===== config.mk =====
export PLATFORM = sky130hd
export DESIGN_NAME = quad_encoder_if
export DESIGN_NICKNAME = d
export VERILOG_FILES = /design/src/rtl/quad_encoder_if.sv
export SDC_FILE = /design/constraint.sdc
export NUM_CORES = 1
export LEC_CHECK = 0
export CORE_ASPECT_RATIO = 0.8
export CORE_UTILIZATION = 50
export DETAILED_ROUTE_END_ITERATION = 16
export GPL_TIMING_DRIVEN = 1
export HOLD_SLACK_MARGIN = 0.02
export PLACE_DENSITY = 0.84
export SLEW_MARGIN = 25
export SYNTH_ARGS = -nofsm -noshare
export SYNTH_HDL_FRONTEND = slang
export SYNTH_SLANG_ARGS = --single-unit

===== constraint.sdc =====
create_clock -name clk -period 5.9 [get_ports clk]
set_input_delay 0.59 -clock clk [delete_from_list [all_inputs] [get_ports clk]]
set_output_delay 0.59 -clock clk [all_outputs]
set_load 0.01 [all_outputs]

===== src/rtl/quad_encoder_if.sv =====
// Quadrature encoder front end: per-channel synchroniser and glitch filter on
// A/B/Z, x4 decode into a wrapping shaft position and signed running count,
// index pulse handling, illegal-transition counting and windowed velocity.
module quad_encoder_if #(
  parameter int PPR       = 334,
  parameter int CNT_W     = 32,
  parameter int FILT_LEN  = 4,
  parameter int VEL_WIN   = 100000,
  parameter int VEL_W     = 16,
  parameter int ERR_W     = 8,
  parameter int INDEX_RST = 1,
  localparam int POS_W    = $clog2(4*PPR)
) (
  input  logic                    clk,
  input  logic                    rst,
  input  logic                    clr,
  input  logic                    qa,
  input  logic                    qb,
  input  logic                    qz,
  output logic                    dir,
  output logic                    step,
  output logic [POS_W-1:0]        pos,
  output logic signed [CNT_W-1:0] cnt,
  output logic signed [VEL_W-1:0] vel,
  output logic                    vel_valid,
  output logic                    idx,
  output logic                    err,
  output logic [ERR_W-1:0]        err_cnt
);

  localparam int FCNT_W = $clog2(FILT_LEN + 1);
  localparam int WIN_W  = $clog2(VEL_WIN);
  localparam logic [POS_W-1:0]        POS_MAX   = POS_W'(4*PPR - 1);
  localparam logic signed [VEL_W-1:0] DELTA_MAX = {1'b0, {(VEL_W-1){1'b1}}};
  localparam logic signed [VEL_W-1:0] DELTA_MIN = {1'b1, {(VEL_W-1){1'b0}}};

  // Channel order in the vectors below is {Z, B, A}.
  logic [2:0] sync1;
  logic [2:0] sync2;
  logic [2:0] filt;

  // Two-flop synchroniser for the asynchronous encoder pins.
  always_ff @(posedge clk or negedge rst) begin
    if (!rst) begin
      sync1 <= '0;
      sync2 <= '0;
    end else begin
      sync1 <= {qz, qb, qa};
      sync2 <= sync1;
    end
  end

  for (genvar i = 0; i < 3; i++) begin : g_filt
    logic              filt_q;
    logic [FCNT_W-1:0] fcnt;

    // Accept a new level only after it has differed for FILT_LEN straight cycles.
    always_ff @(posedge clk or negedge rst) begin
      if (!rst) begin
        filt_q <= 1'b0;
        fcnt   <= '0;
      end else if (sync2[i] == filt_q) begin
        fcnt <= '0;
      end else if (fcnt == FCNT_W'(FILT_LEN - 1)) begin
        filt_q <= sync2[i];
        fcnt   <= '0;
      end else begin
        fcnt <= fcnt + FCNT_W'(1);
      end
    end

    assign filt[i] = filt_q;
  end

  logic [1:0] prev_ab;
  logic       z_prev;
  logic [1:0] cur_ph;
  logic [1:0] prev_ph;
  logic [1:0] ph_diff;
  logic       fwd;
  logic       rev;
  logic       bad;
  logic       z_rise;
  logic signed [VEL_W-1:0] delta;
  logic signed [VEL_W-1:0] delta_next;
  logic [WIN_W-1:0]        win;

  // Map Gray-coded {B,A} to a phase 0..3 so direction falls out of a modulo-4 difference.
  always_comb begin
    cur_ph  = {filt[1], filt[1] ^ filt[0]};
    prev_ph = {prev_ab[1], prev_ab[1] ^ prev_ab[0]};
    ph_diff = cur_ph - prev_ph;
    fwd     = (ph_diff == 2'd1);
    rev     = (ph_diff == 2'd3);
    bad     = (ph_diff == 2'd2);
    z_rise  = filt[2] & ~z_prev;
  end

  // Saturating per-window step accumulator input.
  always_comb begin
    delta_next = delta;
    if (fwd && delta != DELTA_MAX) begin
      delta_next = delta + VEL_W'(1);
    end else if (rev && delta != DELTA_MIN) begin
      delta_next = delta - VEL_W'(1);
    end
  end

  // Decode: step/dir/pos/cnt, index and illegal-transition bookkeeping; clr wins over updates.
  always_ff @(posedge clk or negedge rst) begin
    if (!rst) begin
      prev_ab <= 2'b00;
      z_prev  <= 1'b0;
      step    <= 1'b0;
      dir     <= 1'b0;
      idx     <= 1'b0;
      err     <= 1'b0;
      pos     <= '0;
      cnt     <= '0;
      err_cnt <= '0;
    end else begin
      prev_ab <= filt[1:0];
      z_prev  <= filt[2];
      step    <= fwd | rev;
      idx     <= z_rise;
      err     <= bad;
      if (fwd) begin
        dir <= 1'b1;
      end else if (rev) begin
        dir <= 1'b0;
      end
      if (clr) begin
        pos     <= '0;
        cnt     <= '0;
        err_cnt <= '0;
      end else begin
        if (fwd) begin
          cnt <= cnt + CNT_W'(1);
        end else if (rev) begin
          cnt <= cnt - CNT_W'(1);
        end
        if (INDEX_RST != 0 && z_rise) begin
          pos <= '0;
        end else if (fwd) begin
          pos <= (pos == POS_MAX) ? '0 : pos + POS_W'(1);
        end else if (rev) begin
          pos <= (pos == '0) ? POS_MAX : pos - POS_W'(1);
        end
        if (bad && err_cnt != '1) begin
          err_cnt <= err_cnt + ERR_W'(1);
        end
      end
    end
  end

  // Velocity window: publish the step total (including this cycle's step) at window end.
  always_ff @(posedge clk or negedge rst) begin
    if (!rst) begin
      win       <= '0;
      delta     <= '0;
      vel       <= '0;
      vel_valid <= 1'b0;
    end else if (win == WIN_W'(VEL_WIN - 1)) begin
      vel       <= delta_next;
      vel_valid <= 1'b1;
      delta     <= '0;
      win       <= '0;
    end else begin
      vel_valid <= 1'b0;
      delta     <= delta_next;
      win       <= win + WIN_W'(1);
    end
  end

endmodule


==> impl_metrics.csv <==
group,metric,value,unit
run_status,status,"complete, but fails checks",
run_status,violations,"design-rule violations",
sta,fin_skew,0.0116,ns
worst_setup_path,rr_startpoint,"g_filt[1].filt_q",
placed_design,placed_cells,1065,
logic_synthesis,async_reset_ff_share,100,%
sta,layout_min_cycle_time,4.67,ns
routing,drt_iter0_drc,511,
worst_setup_path,max_stage_delay,0.55,ns
logic_synthesis,syn_area,7530,um^2
global_routing,grt_max_degree,76,
worst_setup_path,critPathKind,"flip-flop to flip-flop",
layout,multi_input_area,4160,um^2
sta,tightest_slew,0.947,ns
clocking,cts.repair.resized,0,
routing,drt-total-wl,17.5,mm
die,dieWidth,139,um
sta,setup_tns,0,ns
global_routing,grt_pass1_wl,29.7,mm
clocking,cts_setup_buffers,0,
clocking,root_buffer,"clkbuf_16",
worst_setup_path,crit_cells,14,
layout,synthToLayoutAreaGrowth,20.2,%
layout,fillers,1170,
global_routing,grt-ovfl-total,0,
clocking,h-tree-depth,4,
worst_setup_path,reg2regPathDepth,14,
worst_setup_path,crit_path_start_kind,"flip-flop",
hold_path,worst_hold_path_type,"primary input to asynchronous set/reset pin",
layout,antenna_cells,0,
global_routing,first_global_vias,6140,
worst_setup_path,path_cells,"xnor2_1, ha_1, xor3_1, nor2_1, inv_1, ha_1, o211ai_1, o211ai_1, a21o_1, or4b_1, nand4_1, o311ai_0, a211oi_1, mux2_2",
worst_setup_path,critical_path.slowest_cell,"ha_1",
placed_design,placed_area,8440,um^2
sta,slew_headroom,36.3,%
global_routing,grt_usage,23.8,%
placed_design,hpwlAfterDp,12.2,mm
logic_synthesis,syn_inst,828,
placed_design,gp_congestion,0.931,
layout,nets,955,
die,core,14500,um^2
logic_synthesis,synth.net_count,883,
placed_design,pre_cts_slack,1.27,ns
routing,antenna_left,0,
clocking,cts_buffer_depth,2,
sta,hold_viol_final,0,
clocking,cts_tree,"done",
routing,wire_per_inst,16.0,um
sta,maxSlewViolCount,0,
die,initial_core_util,52.0,%
clocking,clock_latency,0.42,ns
worst_setup_path,cp_data_required_time,6.20,ns
logic_synthesis,synth.distinct_cells,71,
worst_setup_path,timing.rr.end,"cnt[31]",
die,die_area,15600,um^2
sta,setup_violations,0,
layout,fin_area,9060,um^2
die,rows,39,
logic_synthesis,synth-edff-count,0,
run,cap_violations,0,
sta,rsz0062_at_grt,"no",
worst_setup_path,cp-endpoint,"cnt[31]",
worst_setup_path,cp_top_family,"compound AO/OA/AOI/OAI gates",
clocking,cts-buffers-inserted,17,
sta,layout_setup_ws,1.23,ns
worst_setup_path,r2r_slack,1.23,ns
worst_setup_path,arrival,4.97,ns
die,die_height,112,um
layout,final_cell_count_no_fill,1097,
placed_design,io_buffers,77,
logic_synthesis,avgSynthCellArea,9.10,um^2
die,ios,78,
routing,drt_pass1_iterations,12,
worst_setup_path,endpoint_kind,"flip-flop",
clocking,cts_hold_buf,0,
worst_setup_path,crit_start,"g_filt[1].filt_q",
routing,drcViolationCount,4,
logic_synthesis,synthFlopType,"dfrtp_1",
logic_synthesis,ys.warnings.count,0,
sta,fmax,214,MHz
sta,fin_crit_sh,79.2,%
clocking,clk_pin_slew_worst_paths,0.06,ns
layout,drive_above_1_share,6.46,%
routing,vias,6398,
worst_setup_path,critPathBufInv,1,
layout,regArea,3150,um^2
logic_synthesis,ys_seq_area_share,41.8,%
logic_synthesis,ys_ff_latch,126,
routing,vias_per_cell,5.83,
clocking,clock_sinks,126,
global_routing,antenna_found_initial,0,
worst_setup_path,cp_max_fo,23,
-- final cells by class --
| class | instances | area share [%] |
|---|---|---|
| repair buffers | 84 | 9.05 |
| inverters | 22 | 0.911 |
| well taps | 184 | 2.54 |
| clock inverters | 11 | 1.48 |
| flip-flops and latches | 126 | 34.8 |
| multi-input cells | 649 | 45.9 |
| clock buffers | 21 | 5.30 |
-- worst register-to-register path, stage by stage, from the launching register on --
cell      delay (ns)
dfrtp_1         0.44
xnor2_1         0.17
ha_1            0.16
xor3_1          0.49
nor2_1          0.16
inv_1           0.39
ha_1            0.56
o211ai_1        0.13
o211ai_1        0.37
a21o_1          0.24
or4b_1          0.47
nand4_1         0.18
o311ai_0        0.17
a211oi_1        0.28
mux2_2          0.36
-- layout by cell type (no fill, tap or decap), types with 6 or more instances in the layout --
cell type / netlist / final
mux2i_1: 7 / 7
nand3_1: 27 / 27
dfrtp_1: 126 / 126
o21a_1: 6 / 6
clkbuf_16: 0 / 17
or3_1: 9 / 9
o31ai_1: 8 / 8
clkdlybuf4s50_1: 0 / 75
a21o_1: 17 / 17
o21ai_0: 58 / 58
nand2b_1: 9 / 9
nor3_1: 27 / 27
and2_1: 6 / 6
a211oi_1: 6 / 6
inv_1: 22 / 22
o211ai_1: 6 / 6
a21oi_1: 57 / 57
nor2_1: 83 / 83
nand4_1: 8 / 8
ha_1: 48 / 48
xnor2_1: 38 / 38
xor2_1: 28 / 28
nor2b_1: 13 / 13
buf_4: 0 / 7
and3_1: 9 / 9
nand2_1: 95 / 95
-- cell families after synthesis --
group | Yosys count | synth area share [%]
compound gates | 206 | 17.3
xor+xnor | 67 | 7.99
fa+ha+maj | 49 | 8.24
buf+inv | 53 | 2.94
flops | 126 | 41.8
mux | 11 | 1.53
simple gates | 316 | 20.1
-- synth_stat cells (all sizes together) (3+ instances only) --
library cell | n | area [um^2]
nand3 | 27 | 135
a22oi | 4 | 30.0
nand2 | 95 | 357
a22o | 5 | 43.8
and2 | 7 | 45.1
nor2b | 13 | 81.3
nand2b | 9 | 56.3
o21a | 6 | 45.0
dfrtp | 126 | 3150
clkbuf | 23 | 87.6
and3 | 10 | 63.8
buf | 6 | 31.3
or4 | 4 | 35.0
mux2i | 7 | 70.1
o21ai | 60 | 300
o211ai | 6 | 45.0
and4 | 6 | 53.8
a21o | 17 | 128
a31oi | 5 | 31.3
nor2 | 83 | 312
ha | 48 | 601
mux2 | 4 | 45.0
a211oi | 6 | 45.0
nand3b | 3 | 22.5
o311ai | 4 | 35.0
xnor2 | 38 | 333
o21bai | 5 | 37.5
nor3 | 27 | 135
o31ai | 8 | 60.1
a21boi | 3 | 22.5
nor3b | 5 | 37.5
xor2 | 28 | 245
nand4 | 8 | 50.1
a21oi | 57 | 285
or3 | 12 | 82.6
nor4 | 3 | 18.8
inv | 22 | 82.6
-- metrics by stage --
step                      hold slack (ns)  utilization [%]
after CTS                           0.348             62.5
after detailed placement            0.335             58.2
final                               0.185             62.5
after global routing                0.246             62.5
after global placement              0.332             58.2
after floorplan                     0.294                -
-- per-layer routing --
metal | up-vias | track usage [%] | part of all wire, %
met5 | - | 0 | 0
met4 | 0 | 7.93 | 1.2
met3 | 18 | 5.81 | 7.3
met2 | 236 | 36.2 | 45
met1 | 3055 | 33.1 | 47
li1 | 3089 | - | -
-- state kept, by name (all words and copies together) (netlist names), 2 cells and up --
name	flops
cnt	32
win	17
delta	16
vel	16
pos	11
g_filt.fcnt	9
err_cnt	8
g_filt.filt_q	3
sync1	3
sync2	3
prev_ab	2
-- worst min-delay path by stage --
stage / to / slack, ns / cells after the start
after global placement: sync2[2] / 0.33 / 0
final: cnt[19] / 0.19 / 1
after floorplan: cnt[0] / 0.29 / 0
after global routing: cnt[19] / 0.25 / 1
after CTS: cnt[19] / 0.35 / 1
after detailed placement: sync2[0] / 0.33 / 0
Power is left out: the tool's default activity adds up to more than one toggle a clock period on the data nets, which glitch-free logic cannot reach.
==> edit, RTL diff (same settings) <==
`INDEX_RST`: 1 -> 0.
--- a/src/rtl/quad_encoder_if.sv
+++ b/src/rtl/quad_encoder_if.sv
@@ -9,5 +9,5 @@
   parameter int VEL_W     = 16,
   parameter int ERR_W     = 8,
-  parameter int INDEX_RST = 1,
+  parameter int INDEX_RST = 0,
   localparam int POS_W    = $clog2(4*PPR)
 ) (
Function: changed (Yosys sat finds a counterexample within 10 cycles, from zero or initial values and one cycle with rst low).
==> edit against the original RTL <==
Synthesized area fell by 1.7%. Cell area fell by 1.9%. Critical path depth rose by 1. Wire length fell by 5.7%. Setup slack improved by 320 ps. Count of clock-buffer cells in the layout fell by 3. Sequential cell count did not move. First-iteration DRC count rose by 12%.
Power is not shown: default switching activity piles up to over one toggle a cycle in this logic, so the estimate is an artifact.
==> edit: results (changes against the original RTL) <==
Clock Skews -> 9.207 ps (-2.356 ps)
setup repair bufs after CTS -> 0 (unchanged)
dpl hpwl -> 11.51 mm (-5.9%)
NumNets Final -> 928 (-2.8%)
pre-CTS setup slack -> 1596 ps (+322.8 ps)
slowest stage delay, CP -> 570 ps (+20 ps)
kind of cell adding the most delay to the critical path -> compound AO/OA/AOI/OAI gates
htree depth -> 4 (unchanged)
vias in the first global route -> 5853 (-4.7%)
Crit Path Max Fanout -> 42 (+83%)
clk slew on worst S/H paths -> 60 ps (about the same)
synth unique cells -> 68 (-4.2%)
share of cells above drive strength 1 -> 5.982% (-0.48 points)
top flop regs -> cnt (32), win (17)
hold crit path type -> primary input to asynchronous set/reset pin
total wire length -> 16.54 mm (-5.7%)
critical path arrival -> 4660 ps (-310 ps)
Synth Warn # -> 0 (unchanged)
fmax -> 0.2295 GHz (+7.3%)
Slowest cell on crit path -> inv_2
largest net degree at the start of global routing -> 76 (unchanged)
clk root buf -> clkbuf_16
status -> complete, no violations
CTS max path bufs -> 2 (unchanged)
drt pass-1 iters -> 5 (-7)
fillers -> 1187 (+1.5%)
# port buffers -> 77 (unchanged)
gpl congestion -> 0.9398 (+0.90%)
most frequent cells after synthesis -> dfrtp_1, nand2_1, nor2_1
worst skew pair latency -> 420 ps (about the same)
first-pass GRT wire length -> 28.60 mm (-3.8%)
routed via count -> 6152 (-3.8%)
n_diodes -> 0 (unchanged)
sequential area share after synthesis -> 42.58% (+0.74 points)
r2r setup slk -> 1540 ps (+320 ps)
asr flop ratio synth -> 100.0% (unchanged)
max FFs per register -> 32 (unchanged)
Initial DRC Count -> 572 (+12%)
total nets after synthesis -> 858 (-2.8%)
reg2reg start -> g_filt[1].filt_q$_DFFE_PN0P_
ranking of synthesized cells by area -> dfrtp_1, ha_1, xnor2_1
antenna violations before repair -> 0 (unchanged)
GRT Total Usage -> 22.96% (-0.79 points)
post_cts resized -> 0 (unchanged)
relative slew slack -> 33.78% (-2.6 points)
critical path class -> flop to flop
total CTS buffers -> 17 (unchanged)
[edit: cell families after synthesis]
family / count (synthesis) / synth area share [%]
AOI/OAI and AO/OA: 190 / 16.17
xor gates and xnor gates: 73 / 8.837
adders and majority gates: 49 / 8.381
buffers and inverters: 47 / 2.399
DFF: 126 / 42.58
muxes: 10 / 1.419
and+or+nand+nor: 308 / 20.21
[edit: worst register-to-register path, cell delays in order (launching register included)]
cell and delay, ps:
dfrtp_1 460, xnor2_1 170, ha_1 230, xnor2_1 160
buf_4 200, nor2_4 70, inv_2 570, ha_1 420
a211oi_1 240, o21ai_1 170, or2_2 320, a31o_2 250
o211ai_1 300, o21a_1 190, o311a_1 180, mux2_1 320
[edit: area by class of cell]
type | instances | area share, %
repair buffers | 83 | 9.147
multi-input cells | 630 | 45.82
clock buffers | 18 | 4.827
clock inverters | 14 | 1.520
inverters | 15 | 0.6333
well taps | 184 | 2.589
flip-flops and latches | 126 | 35.46
[edit: worst paths after layout]
check / to / depth (start not counted)
max: cnt[31]$_DFFE_PN0P_ / 15
max reg2reg: cnt[31]$_DFFE_PN0P_ / 15
max in group asynchronous: cnt[8]$_DFFE_PN0P_ / 2
min in group clk: sync2[2]$_DFF_PN0_ / 0
min: cnt[20]$_DFFE_PN0P_ / 1
min reg2reg: sync2[2]$_DFF_PN0_ / 0
[edit: routing by layer]
metal,track usage (%),wire [um],vias up
li1,-,-,3005
met1,31.23,7587,2941
met2,35.93,7595,186
met3,6.263,1113,20
met4,6.447,247,0
met5,0,0,-
[edit: through the flow]
| step | instance area [um^2] | instances | util (%) | hold WS [ps] |
|---|---|---|---|---|
| 5_1_grt | 8891 | 1070 | 61.97 | 250.3 |
| 6_report | 8891 | 1070 | 61.97 | 202.1 |
| 4_1_cts | 8891 | 1070 | 61.97 | 216.4 |
| 2_1_floorplan | 7405 | 803 | - | 294.4 |
| 3_5_place_dp | 8327 | 1038 | 58.04 | 336.5 |
| 3_3_place_gp | 8327 | 1038 | 58.04 | 332.4 |
